===== src/rtl/fp_cmp_seq.sv =====
// Request sequencer in front of the FP compare core: resolves NaN, signed-zero
// and reserved-op requests locally, issues the rest and applies IEEE fix-ups.
module fp_cmp_seq #(
  parameter int DATA_W  = 32,
  parameter int EXP_W   = 8,
  parameter int TAG_W   = 4,
  parameter int TIMEOUT = 15
)(
  input  logic              clk,
  input  logic              rst,
  input  logic              req_valid,
  output logic              req_ready,
  input  logic [1:0]        req_op,
  input  logic [DATA_W-1:0] req_a,
  input  logic [DATA_W-1:0] req_b,
  input  logic [TAG_W-1:0]  req_tag,
  output logic              cmp_start,
  output logic [1:0]        cmp_fn,
  output logic [DATA_W-1:0] cmp_op_a,
  output logic [DATA_W-1:0] cmp_op_b,
  input  logic              cmp_done,
  input  logic              cmp_res,
  output logic              rsp_valid,
  input  logic              rsp_ready,
  output logic              rsp_res,
  output logic              rsp_nv,
  output logic              rsp_err,
  output logic [TAG_W-1:0]  rsp_tag
);
  localparam int MAN_W = DATA_W - EXP_W - 1;
  localparam int CNT_W = $clog2(TIMEOUT + 1);

  localparam logic [1:0] IDLE  = 2'd0;
  localparam logic [1:0] ISSUE = 2'd1;
  localparam logic [1:0] WAIT  = 2'd2;
  localparam logic [1:0] RESP  = 2'd3;

  localparam logic [1:0] OP_FLT = 2'b01;
  localparam logic [1:0] OP_FEQ = 2'b10;
  localparam logic [1:0] OP_RSV = 2'b11;

  logic [1:0]       state;
  logic [CNT_W-1:0] to_cnt;

  function automatic logic is_nan(input logic [DATA_W-1:0] x);
    return (&x[DATA_W-2 -: EXP_W]) && (x[MAN_W-1:0] != '0);
  endfunction

  function automatic logic is_snan(input logic [DATA_W-1:0] x);
    return is_nan(x) && !x[MAN_W-1];
  endfunction

  logic a_nan, b_nan, any_snan, both_zero;
  logic local_hit, loc_res, loc_nv, loc_err;

  always_comb begin
    a_nan     = is_nan(req_a);
    b_nan     = is_nan(req_b);
    any_snan  = is_snan(req_a) || is_snan(req_b);
    both_zero = (req_a[DATA_W-2:0] == '0) && (req_b[DATA_W-2:0] == '0);
    local_hit = 1'b1;
    loc_res   = 1'b0;
    loc_nv    = 1'b0;
    loc_err   = 1'b0;
    if (req_op == OP_RSV)
      loc_err = 1'b1;
    else if (a_nan || b_nan)
      loc_nv = (req_op == OP_FEQ) ? any_snan : 1'b1;
    else if (both_zero)
      loc_res = (req_op != OP_FLT);
    else
      local_hit = 1'b0;
  end

  assign req_ready = (state == IDLE);
  assign cmp_start = (state == ISSUE);
  assign rsp_valid = (state == RESP);

  always_ff @(posedge clk or posedge rst) begin
    if (rst) begin
      state    <= IDLE;
      to_cnt   <= '0;
      cmp_fn   <= 2'b00;
      cmp_op_a <= '0;
      cmp_op_b <= '0;
      rsp_res  <= 1'b0;
      rsp_nv   <= 1'b0;
      rsp_err  <= 1'b0;
      rsp_tag  <= '0;
    end else begin
      case (state)
        IDLE: if (req_valid) begin
          // request op encoding doubles as the core function code
          cmp_fn   <= req_op;
          cmp_op_a <= req_a;
          cmp_op_b <= req_b;
          rsp_tag  <= req_tag;
          if (local_hit) begin
            state   <= RESP;
            rsp_res <= loc_res;
            rsp_nv  <= loc_nv;
            rsp_err <= loc_err;
          end else begin
            state <= ISSUE;
          end
        end
        ISSUE: begin
          state  <= WAIT;
          to_cnt <= '0;
        end
        WAIT: if (cmp_done) begin
          state   <= RESP;
          // core "less" includes equality; identical operands are never FLT
          rsp_res <= (cmp_fn == OP_FLT) ? (cmp_res & (cmp_op_a != cmp_op_b)) : cmp_res;
          rsp_nv  <= 1'b0;
          rsp_err <= 1'b0;
        end else if (to_cnt == CNT_W'(TIMEOUT - 1)) begin
          // this idle cycle would bring the count to TIMEOUT
          state   <= RESP;
          rsp_res <= 1'b0;
          rsp_nv  <= 1'b0;
          rsp_err <= 1'b1;
        end else begin
          to_cnt <= to_cnt + 1'b1;
        end
        RESP: if (rsp_ready) state <= IDLE;
        default: state <= IDLE;
      endcase
    end
  end
endmodule


===== config.mk =====
export PLATFORM = sky130hd
export DESIGN_NAME = fp_cmp_seq
export DESIGN_NICKNAME = d
export VERILOG_FILES = /design/src/rtl/fp_cmp_seq.sv
export SDC_FILE = /design/constraint.sdc
export NUM_CORES = 1
export LEC_CHECK = 0
export BUFFER_PORTS_ARGS = -buffer_cell sky130_fd_sc_hd__buf_2
export CAP_MARGIN = 40
export CORE_MARGIN = 2
export CORE_UTILIZATION = 44
export DETAILED_ROUTE_END_ITERATION = 16
export PLACE_DENSITY = 0.8
export SLEW_MARGIN = 20
export SYNTH_ARGS = -nofsm -noshare
export SYNTH_HDL_FRONTEND = slang
export SYNTH_SLANG_ARGS = --single-unit

===== constraint.sdc =====
create_clock -name clk -period 2.1 [get_ports clk]
set_clock_uncertainty 0.15 [all_clocks]
set_input_delay 0 -clock clk [delete_from_list [all_inputs] [get_ports clk]]
set_output_delay 0 -clock clk [all_outputs]
set_load 0.01 [all_outputs]

# Yosys cells after proc, flatten, opt, wreduce, memory -nomap -nowiden
# Cells that the tools add are included.
[totals]
ff_bits = 79
latchBits = 0
ram_bits = 0
mem_bits_ro = 0
in_bits = 76
out_inout_bits = 76
elab_cells = 82
n_memories = 0
[classes]
addsub = 1
n_mul = 0
div = 0
order_cmp = 0
eq_ne = 15
shifts = 0
n_mux = 34
bitwise = 1
reduce_logical = 22
[op_table]
columns = ["cell", "n"]
rows = [
  ["$logic_not 31->1", 2],
  ["$reduce_bool 23->1", 2],
  ["$ne 32x32->1", 1],
  ["$mux 1", 22],
  ["$reduce_and 8->1", 2],
  ["$mux 2", 5],
  ["$eq 2x2->1 const B", 4],
  ["$mux 4", 2],
  ["$pmux 2 s4", 1],
  ["$pmux 4 s2", 1],
  ["$ne 2x1->1 const B", 3],
  ["$ne 2x2->1 const B", 3],
  ["$pmux 1 s2", 3],
  ["$reduce_and 3->1", 2],
  ["$logic_and 1x1->1", 5],
  ["$add 4x1->4 const B", 1],
  ["$eq 2x1->1 const B", 2],
  ["$eq 4x4->1 const B", 1],
  ["$reduce_and 4->1", 1],
  ["$reduce_bool 2->1", 2],
  ["$ne 3x3->1 const B", 1],
  ["$logic_not 1->1", 2],
  ["$logic_not 2->1", 1],
  ["$logic_or 1x1->1", 2],
  ["other kinds (2)", 2],
]

# Depth between registers and ports, before layout
# Gate-level depths: netlist (run 1).
[logic_depth]
ltp_word = 10
mapped_depth = 8
ltp_nobuf = 8

# Worst setup path after synthesis (run 1)
# No wires, ideal clock.
[synth_timing]
kind = "flip-flop to flip-flop"
start = "register state[0]"
end = "register cmp_fn[0]"
arrival_ns = 1.578
required_time_ns = 1.825
path_slack_ns = 0.247
stages_incl_launch_ff = 6
path_buffers = 1
synth_period_minus_slack_ns = 1.853
cell_sequence = "dfrtp_1 > inv_1 > ha_1 > nand2_1 > buf_1 > mux2_2"
[synth_via]
elab_chain_cells = 2
[synth_lines]
columns = ["element", "line_no", "source"]
rows = [
  ["start, declared", "42", "logic [1:0] state;"],
  ["start signal, assigned", "81", "state <= IDLE;"],
  ["start signal, assigned", "99", "state <= RESP;"],
  ["start signal, assigned", "104", "state <= ISSUE;"],
  ["$logic_not 2->1", "--", ""],
  ["net req_ready", "12", "output logic req_ready,"],
  ["$reduce_and 2->1 (no line)", "--", ""],
  ["end signal, assigned", "94", "cmp_fn <= req_op;"],
  ["end, declared", "18", "output logic [1:0] cmp_fn,"],
]
# The timed path passes the listed nets, and every way through them passes these cells.
# A chain may end at the register's enable or synchronous reset.

# Worst setup path after layout (run 1)
[layout_timing]
start = "input port req_a[5]"
end = "register rsp_err"
[layout_via]
elab_chain_cells = 7
word_cells_on_any_way = 10
classes_between = "eq/ne (1); mux (3); reduce/logical (6)"
[layout_lines]
columns = ["element", "line_no", "source"]
rows = [
  ["start, declared", "14", "input logic [DATA_W-1:0] req_a,"],
  ["$logic_not 31->1 / $reduce_bool 23->1 (equally long branches)", "60, 46", ""],
  ["$logic_and 1x1->1, on equally long branches", "60, 46", ""],
  ["$mux 1 / $logic_or 1x1->1 (equally long branches)", "69, 67", ""],
  ["$mux 1 *", "67", "else if (a_nan || b_nan)"],
  ["$mux 1 *", "65", "if (req_op == OP_RSV)"],
  ["$ne 2x1->1 (no line) *", "--", ""],
  ["$reduce_and 4->1 (no line) *", "--", ""],
  ["end signal, assigned", "102", "rsp_err <= loc_err;"],
  ["end, declared", "27", "output logic rsp_err,"],
]
# Mark *: on every way between the ends. The rest lies on a longest branch, timed or not.

==> results of run 1 <==
## how the worst max path moves through the flow
stage | startpoint | cells after the start | endpoint
2_1_floorplan | state[0] | 5 | cmp_fn[0]
3_3_place_gp | cmp_op_b[23] | 7 | rsp_res
3_5_place_dp | req_a[0] | 7 | rsp_res
4_1_cts | req_b[10] | 8 | rsp_res
5_1_grt | req_a[5] | 8 | rsp_err
6_report | req_a[5] | 8 | rsp_err
## sequential cells by signal (all words and copies together) (netlist names)
register	cells
cmp_op_a	32
cmp_op_b	32
rsp_tag	4
to_cnt	4
cmp_fn	2
state	2
rsp_err	1
rsp_nv	1
rsp_res	1
## Yosys cell counts (2+ instances only)
master / n / share of area
xor2_1: 31 / 0.073
nand2b_1: 2 / 0.0034
nor4_2: 4 / 0.014
nor2_1: 6 / 0.0061
dfrtp_1: 79 / 0.53
inv_1: 6 / 0.0061
o21ai_0: 10 / 0.014
a31oi_1: 2 / 0.0034
nor3_1: 3 / 0.0041
nand4_1: 10 / 0.017
ha_1: 6 / 0.020
a21oi_1: 3 / 0.0041
nand2_1: 16 / 0.016
mux2_1: 3 / 0.0091
nor4_1: 18 / 0.030
o31ai_1: 2 / 0.0041
mux2_2: 70 / 0.21
nand3_1: 2 / 0.0027
buf_1: 7 / 0.0071
## per-layer routing
| layer | share of wire | track usage | routed length (microns) | vias up |
|---|---|---|---|---|
| li1 | - | - | - | 1524 |
| met1 | 0.39 | 0.317 | 4780 | 1680 |
| met2 | 0.51 | 0.442 | 6230 | 170 |
| met3 | 0.068 | 0.0587 | 833 | 35 |
| met4 | 0.032 | 0.124 | 394 | 0 |
| met5 | 0 | 0 | 0 | - |
## logic make-up (layout without fill, tap and decap cells)
family	count (synthesis)	after routing	share of synthesized area
xor gates and xnor gates	32	32	0.0756
buffers and inverters	14	253	0.0142
muxes	74	74	0.225
adders and majority gates	6	6	0.0203
other	0	1	0
AOI/OAI and AO/OA	19	19	0.0287
DFF	79	79	0.533
and+or+nand+nor	65	65	0.103
## layout make-up
type,instances,area share
clock inverters,5,0.0141
flip-flops and latches,79,0.342
well taps,105,0.0227
inverters,6,0.00454
repair buffers,231,0.273
clock buffers,11,0.0244
diodes,1,0.000433
multi-input cells,196,0.319
## worst reg2reg max path, delay by kind of cell, from the launching register on
| family | cells | cell delay, ns |
|---|---|---|
| AND/OR/NAND/NOR | 1 | 0.48 |
| flip-flops | 1 | 0.43 |
| multiplexers | 1 | 0.28 |
| AO/OA/AOI/OAI | 3 | 0.38 |
| XOR/XNOR | 1 | 0.18 |
## stage by stage
step	total power (W)	util
final	0.00794	0.707
after global routing	0.00840	0.707
after CTS	0.00777	0.685
after detailed placement	0.00641	0.569
after global placement	0.00632	0.569
after floorplan	0.00491	-
## repair_timing
item,4_1_cts,5_1_grt
setup endpoints to repair,0,3
hold buffers,73,0
setup buffers,0,2
hold endpoints to repair,153,0
gates resized for setup,0,23
## power by group
part	internal (W)	switching [W]	total [W]
Clock	0.000703	0.000571	0.00127
Combinational	0.00185	0.00183	0.00368
Sequential	0.00227	0.000715	0.00299
Total	0.00482	0.00312	0.00794
==> key figures, run 1 <==
Place
  • Routability cong.: 0.951
  • Post-DP Area: 4650 sq um
  • Cell Count Post-Placement: 542
  • Place WS: 0.0266 ns
  • Dpl hpwl: 7730 microns
  • Port bufs: 151

Setup path
  • Max Fanout on Critical Path: 3
  • Critical-path top delay cell: dlygate4sd3_1
  • CP Capture Type: register
  • Crit-path cells: dlygate4sd3_1 > buf_2 > nor4_4 > nand4_1 > nor4_2 > nand4bb_4 > nand3b_4 > mux2_1
  • Depth of the most critical reg-to-reg path: 6
  • Worst EP arrival: about 2.2 ns
  • R2r startpoint: cmp_op_a[27]
  • Reg2reg end: rsp_res
  • R2R Setup Slk: roughly 0.08 ns
  • Crit-path leading delay family: simple AND/OR/NAND/NOR gates
  • Buf/Inv on CP: 2
  • Worst Path Required: 2.19 ns
  • Crit Path Class: primary input to register
  • CP max stage delay: between 0.5 and 0.6 ns
  • Crit path launch type: primary input

Hold path
  • Hold Path Stages: 4
  • Hold WC Path Type: primary input to register
  • Hold path startpoint: cmp_res
  • Hold endpoint: rsp_res

Floorplan
  • Initial Util: 0.453
  • Die H: 95.8 microns
  • Die W: 95.8 microns
  • FP Rows: 33
  • CORE AREA: 8180 sq um
  • Die ar.: 9170 sq um
  • # IOs: 152

Detailed routing
  • Post-route ant nets: 0
  • Starting DRT DRC Count: 181
  • DR pass1 iterations: 4
  • DR DRC count: 0
  • Routed vias/inst: 5.38
  • Final WL: 12200 microns
  • DR WL/cell: 19.3 microns
  • Via count: between 3000 and 4000

Timing
  • Max Freq: between 400 and 500 MHz
  • RSZ-0062 raised after global routing: true
  • Period utilisation layout: 1.01
  • Final slew viol count: 0
  • Final worst slack: -0.0272 ns
  • # setup viols final: 3
  • Least-Margin Pin Slew: 0.494 ns
  • Max_slew headroom: 0.668
  • Final setup TNS: -0.0720 ns
  • Final hold vios: 0
  • Hold_ws: 0.0391 ns
  • Final Critical Period: approximately 2.1 ns

Pwr
  • Pwr/cell area: roughly 1400 nW/um^2
  • VDD IR max: 0.000858 V
  • LEAKAGE: 2.66 nW

Finish
  • Layout cell share with drive strength beyond 1: 0.496
  • Finished Cell Area: 5780 sq um
  • Final std cells w/o fill: 634
  • Most common cell after layout, fill and taps aside: buf_2
  • Multi-input logic area: around 1800 sq um
  • Nets: approximately 610
  • Area growth syn-to-layout: 56.0%
  • Filler cells: 575
  • Sequential Area: 1980 sq um
  • Most frequent cells in the layout: buf_2 (151), dfrtp_1 (79), dlygate4sd3_1 (73)

Clock tree
  • Clock tree buffer depth: 2
  • Worst-Skew Late Latency: 0.35 ns
  • Clock Pin Slew Worst Setup and Hold Paths: around 0.090 ns
  • Clk sinks: 79
  • Root Driver: clkbuf_8
  • H-Tree Depth: 3
  • CTS tree: yes
  • CTS buffer count: 9

Synth
  • Mapped Avg Cell Area: 12.8 sq um
  • Post-synthesis sequential area ratio: 0.533
  • Flops & latches, synth: just under 80
  • Number of synthesized flops with an enable pin: 0
  • Syn. warnings: 0
  • Unique cell type count in the Yosys netlist: 28
  • Cell Area, Synth: approximately 3700 sq um
  • Ys flop type: dfrtp_1
  • Net Count, Synth: 371
  • Post-Synthesis Cells: 289
  • Synth async-reset ratio: 1.00

Run status
  • Failing checks: setup timing
  • Status: finished with violations

GRT
  • Initial antenna violation count: 1
  • GRT Residual Overflow: 0
  • Largest net degree at the start of global routing: 80
  • Global-route wire length before repair: 17700 microns
  • Total GRT Usage: 0.262
  • Vias in the first global route: about 3400

Job
  • MaxCap Viol Count: 0
No activity file was read; power rests on OpenSTA's default activity.
==> run 2, diff against run 1 <==
--- a/config.mk
+++ b/config.mk
@@ -7,10 +7,12 @@
 export LEC_CHECK = 0
 export BUFFER_PORTS_ARGS = -buffer_cell sky130_fd_sc_hd__buf_2
 export CAP_MARGIN = 40
+export CELL_PAD_IN_SITES_DETAIL_PLACEMENT = 1
+export CELL_PAD_IN_SITES_GLOBAL_PLACEMENT = 1
 export CORE_MARGIN = 2
-export CORE_UTILIZATION = 44
+export CORE_UTILIZATION = 33
 export DETAILED_ROUTE_END_ITERATION = 16
-export PLACE_DENSITY = 0.8
+export PLACE_DENSITY = 0.78
 export SLEW_MARGIN = 20
 export SYNTH_ARGS = -nofsm -noshare
 export SYNTH_HDL_FRONTEND = slang
==> run 2 against run 1 <==
The flow still finishes with violations (setup timing); worst setup slack better by 0.027 ns; final area down 0.74%; routed wire length up 13%; largest power group unchanged.
==> key figures, run 2 (same netlist as run 1, synthesis figures left out) <==
Finish
  • Core Util, Final: 0.527 (was 0.707)
  • Area growth syn-to-layout: 54.9% (was 56.0%)
  • Largest registers: cmp_op_a: 32 flops, cmp_op_b: 32 flops (unchanged)
  • Most frequent cells in the layout: buf_2 (150), dfrtp_1 (79), dlygate4sd3_1 (73) (was buf_2 (151), dfrtp_1 (79), dlygate4sd3_1 (73))
  • Nets: 607 (was 605)
  • Layout cell share with drive strength beyond 1: 0.491 (was 0.496)
  • Most common cell after layout, fill and taps aside: buf_2 (unchanged)
  • Filler cells: 1193 (was 575)

Timing
  • Period utilisation layout: 1.00 (was 1.01)
  • # setup viols final: 1 (was 3)
  • Final worst slack: -0.000509 ns (was -0.0272 ns)
  • Final Critical Period: 2.10 ns (was 2.13 ns)
  • RSZ-0062 raised after global routing: true (unchanged)
  • Hold_ws: 0.0734 ns (was 0.0391 ns)
  • Max Freq: 476 MHz (was 470 MHz)
  • Least-Margin Pin Slew: 0.510 ns (was 0.494 ns)
  • Final hold vios: 0 (unchanged)
  • Max_slew headroom: 0.659 (was 0.668)
  • Final slew viol count: 0 (unchanged)

Setup path
  • Worst EP arrival: 2.19 ns (was 2.21 ns)
  • Crit Path Class: register to register (was primary input to register)
  • R2R Setup Slk: -0.0005 ns (was 0.08 ns)
  • CP Capture Type: register (unchanged)
  • Reg2reg end: rsp_res (unchanged)
  • R2r startpoint: cmp_op_a[17] (was cmp_op_a[27])
  • Worst Path Required: 2.19 ns (about the same)
  • Depth of the most critical reg-to-reg path: 7 (was 6)
  • Max Fanout on Critical Path: 3 (unchanged)
  • Crit path launch type: register (was primary input)

Place
  • Dpl hpwl: 9200 microns (was 7730 microns)
  • Routability cong.: 0.805 (was 0.951)
  • Port bufs: 151 (unchanged)
  • Place WS: -0.0631 ns (was 0.0266 ns)

Pwr
  • VDD IR max: 0.000746 V (was 0.000858 V)
  • LEAKAGE: 2.67 nW (was 2.66 nW)
  • Pwr/cell area: 1360 nW/um^2 (was 1370 nW/um^2)

Floorplan
  • # IOs: 152 (unchanged)
  • Die W: 110 microns (was 95.8 microns)
  • Die ar.: 12100 sq um (was 9170 sq um)
  • FP Rows: 38 (was 33)
  • Initial Util: 0.340 (was 0.453)
  • CORE AREA: 10900 sq um (was 8180 sq um)
  • Die H: 110 microns (was 95.8 microns)

Run status
  • Status: finished with violations (unchanged)
  • Failing checks: setup timing (unchanged)

Clock tree
  • Root Driver: clkbuf_8 (unchanged)
  • Worst-Skew Late Latency: 0.35 ns (about the same)
  • CTS buffer count: 9 (unchanged)
  • Clock Pin Slew Worst Setup and Hold Paths: 0.09 ns (about the same)
  • H-Tree Depth: 3 (unchanged)
  • CTS tree: yes (unchanged)
  • Clock tree buffer depth: 2 (unchanged)
  • Post-CTS setup buffer count: 0 (unchanged)
  • Clk sinks: 79 (unchanged)

GRT
  • Initial antenna violation count: 2 (was 1)
  • GRT Residual Overflow: 0 (unchanged)
  • Largest net degree at the start of global routing: 53 (was 80)
  • Total GRT Usage: 0.230 (was 0.262)
  • Global-route wire length before repair: 20600 microns (was 17700 microns)
  • Vias in the first global route: 3769 (was 3445)

Detailed routing
  • Via count: 3421 (was 3409)
  • DR pass1 iterations: 4 (unchanged)
  • DR DRC count: 0 (unchanged)
  • DR WL/cell: 20.5 microns (was 19.3 microns)
  • Post-route ant nets: 0 (unchanged)
  • Routed vias/inst: 5.09 (was 5.38)
  • Starting DRT DRC Count: 103 (was 181)
  • Final WL: 13800 microns (was 12200 microns)

Job
  • MaxCap Viol Count: 0 (unchanged)

Hold path
  • Hold WC Path Type: primary input to async pin (was primary input to register)
## run 2: cell count changes in the layout (fill, tap and decap cells not counted), sizes merged
cell and delta:
clkbuf +2, buf +2, bufinv -2, diode +1
## run 2: routing by layer
metal  global-route usage  vias to the layer above  wire length (microns)
met5                    0                        -                      0
met4                0.116                        0                    543
met3               0.0535                       35                    768
met2                0.397                      132                   6920
met1                0.266                     1742                   5570
li1                     -                     1512                      -
## run 2: repair_timing
item	in CTS	in global routing
hold buffers	73	0
gates resized for setup	0	16
hold endpoints to repair	153	0
setup endpoints to repair	0	3
## run 2: power breakdown
part           switching, W  internal, W
registers          0.000727      0.00227
logic               0.00190      0.00184
clock network      0.000572     0.000492
total               0.00320      0.00461
## run 2: through the flow
stage	setup TNS, ns	instance area [sq um]	total power [W]	std cells
floorplan	0	3710	0.00491	289
global placement	0	4710	0.00640	581
detailed placement	-0.165	4740	0.00651	582
CTS	0	5650	0.00769	671
global route	-0.137	5740	0.00830	672
finish	-0.000509	5740	0.00781	672
## run 2: area by class of cell
cell class                      instances  area (sq um)  share of cell area
Clock buffer                           13           159              0.0277
Tap cell                              140           175              0.0305
Timing Repair Buffer                  233          1600               0.279
Clock inverter                          3          17.5             0.00305
Sequential cell                        79          1980               0.344
Inverter                                6          26.3             0.00458
Antenna cell                            2          5.00            0.000872
Multi-Input combinational cell        196          1780               0.310
## run 2: worst max path at each step
stage	start	endpoint	slack, ns	cells after the start
floorplan	state[0]	cmp_fn[0]	0.25	5
CTS	req_a[29]	rsp_res	0.007	8
detailed placement	req_a[11]	rsp_res	-0.06	8
global placement	req_a[11]	rsp_res	0.04	8
global route	cmp_op_a[17]	rsp_res	-0.05	7
finish	cmp_op_a[17]	rsp_res	-0.0005	7
## run 2: critical path, stage by stage, from the launching register on
cell and delay (ns):
dfrtp_1 0.41, xor2_1 0.17, nor4_1 0.42, buf_4 0.19, a31oi_1 0.08, a21oi_1 0.15
o21ai_0 0.14, mux2_4 0.29
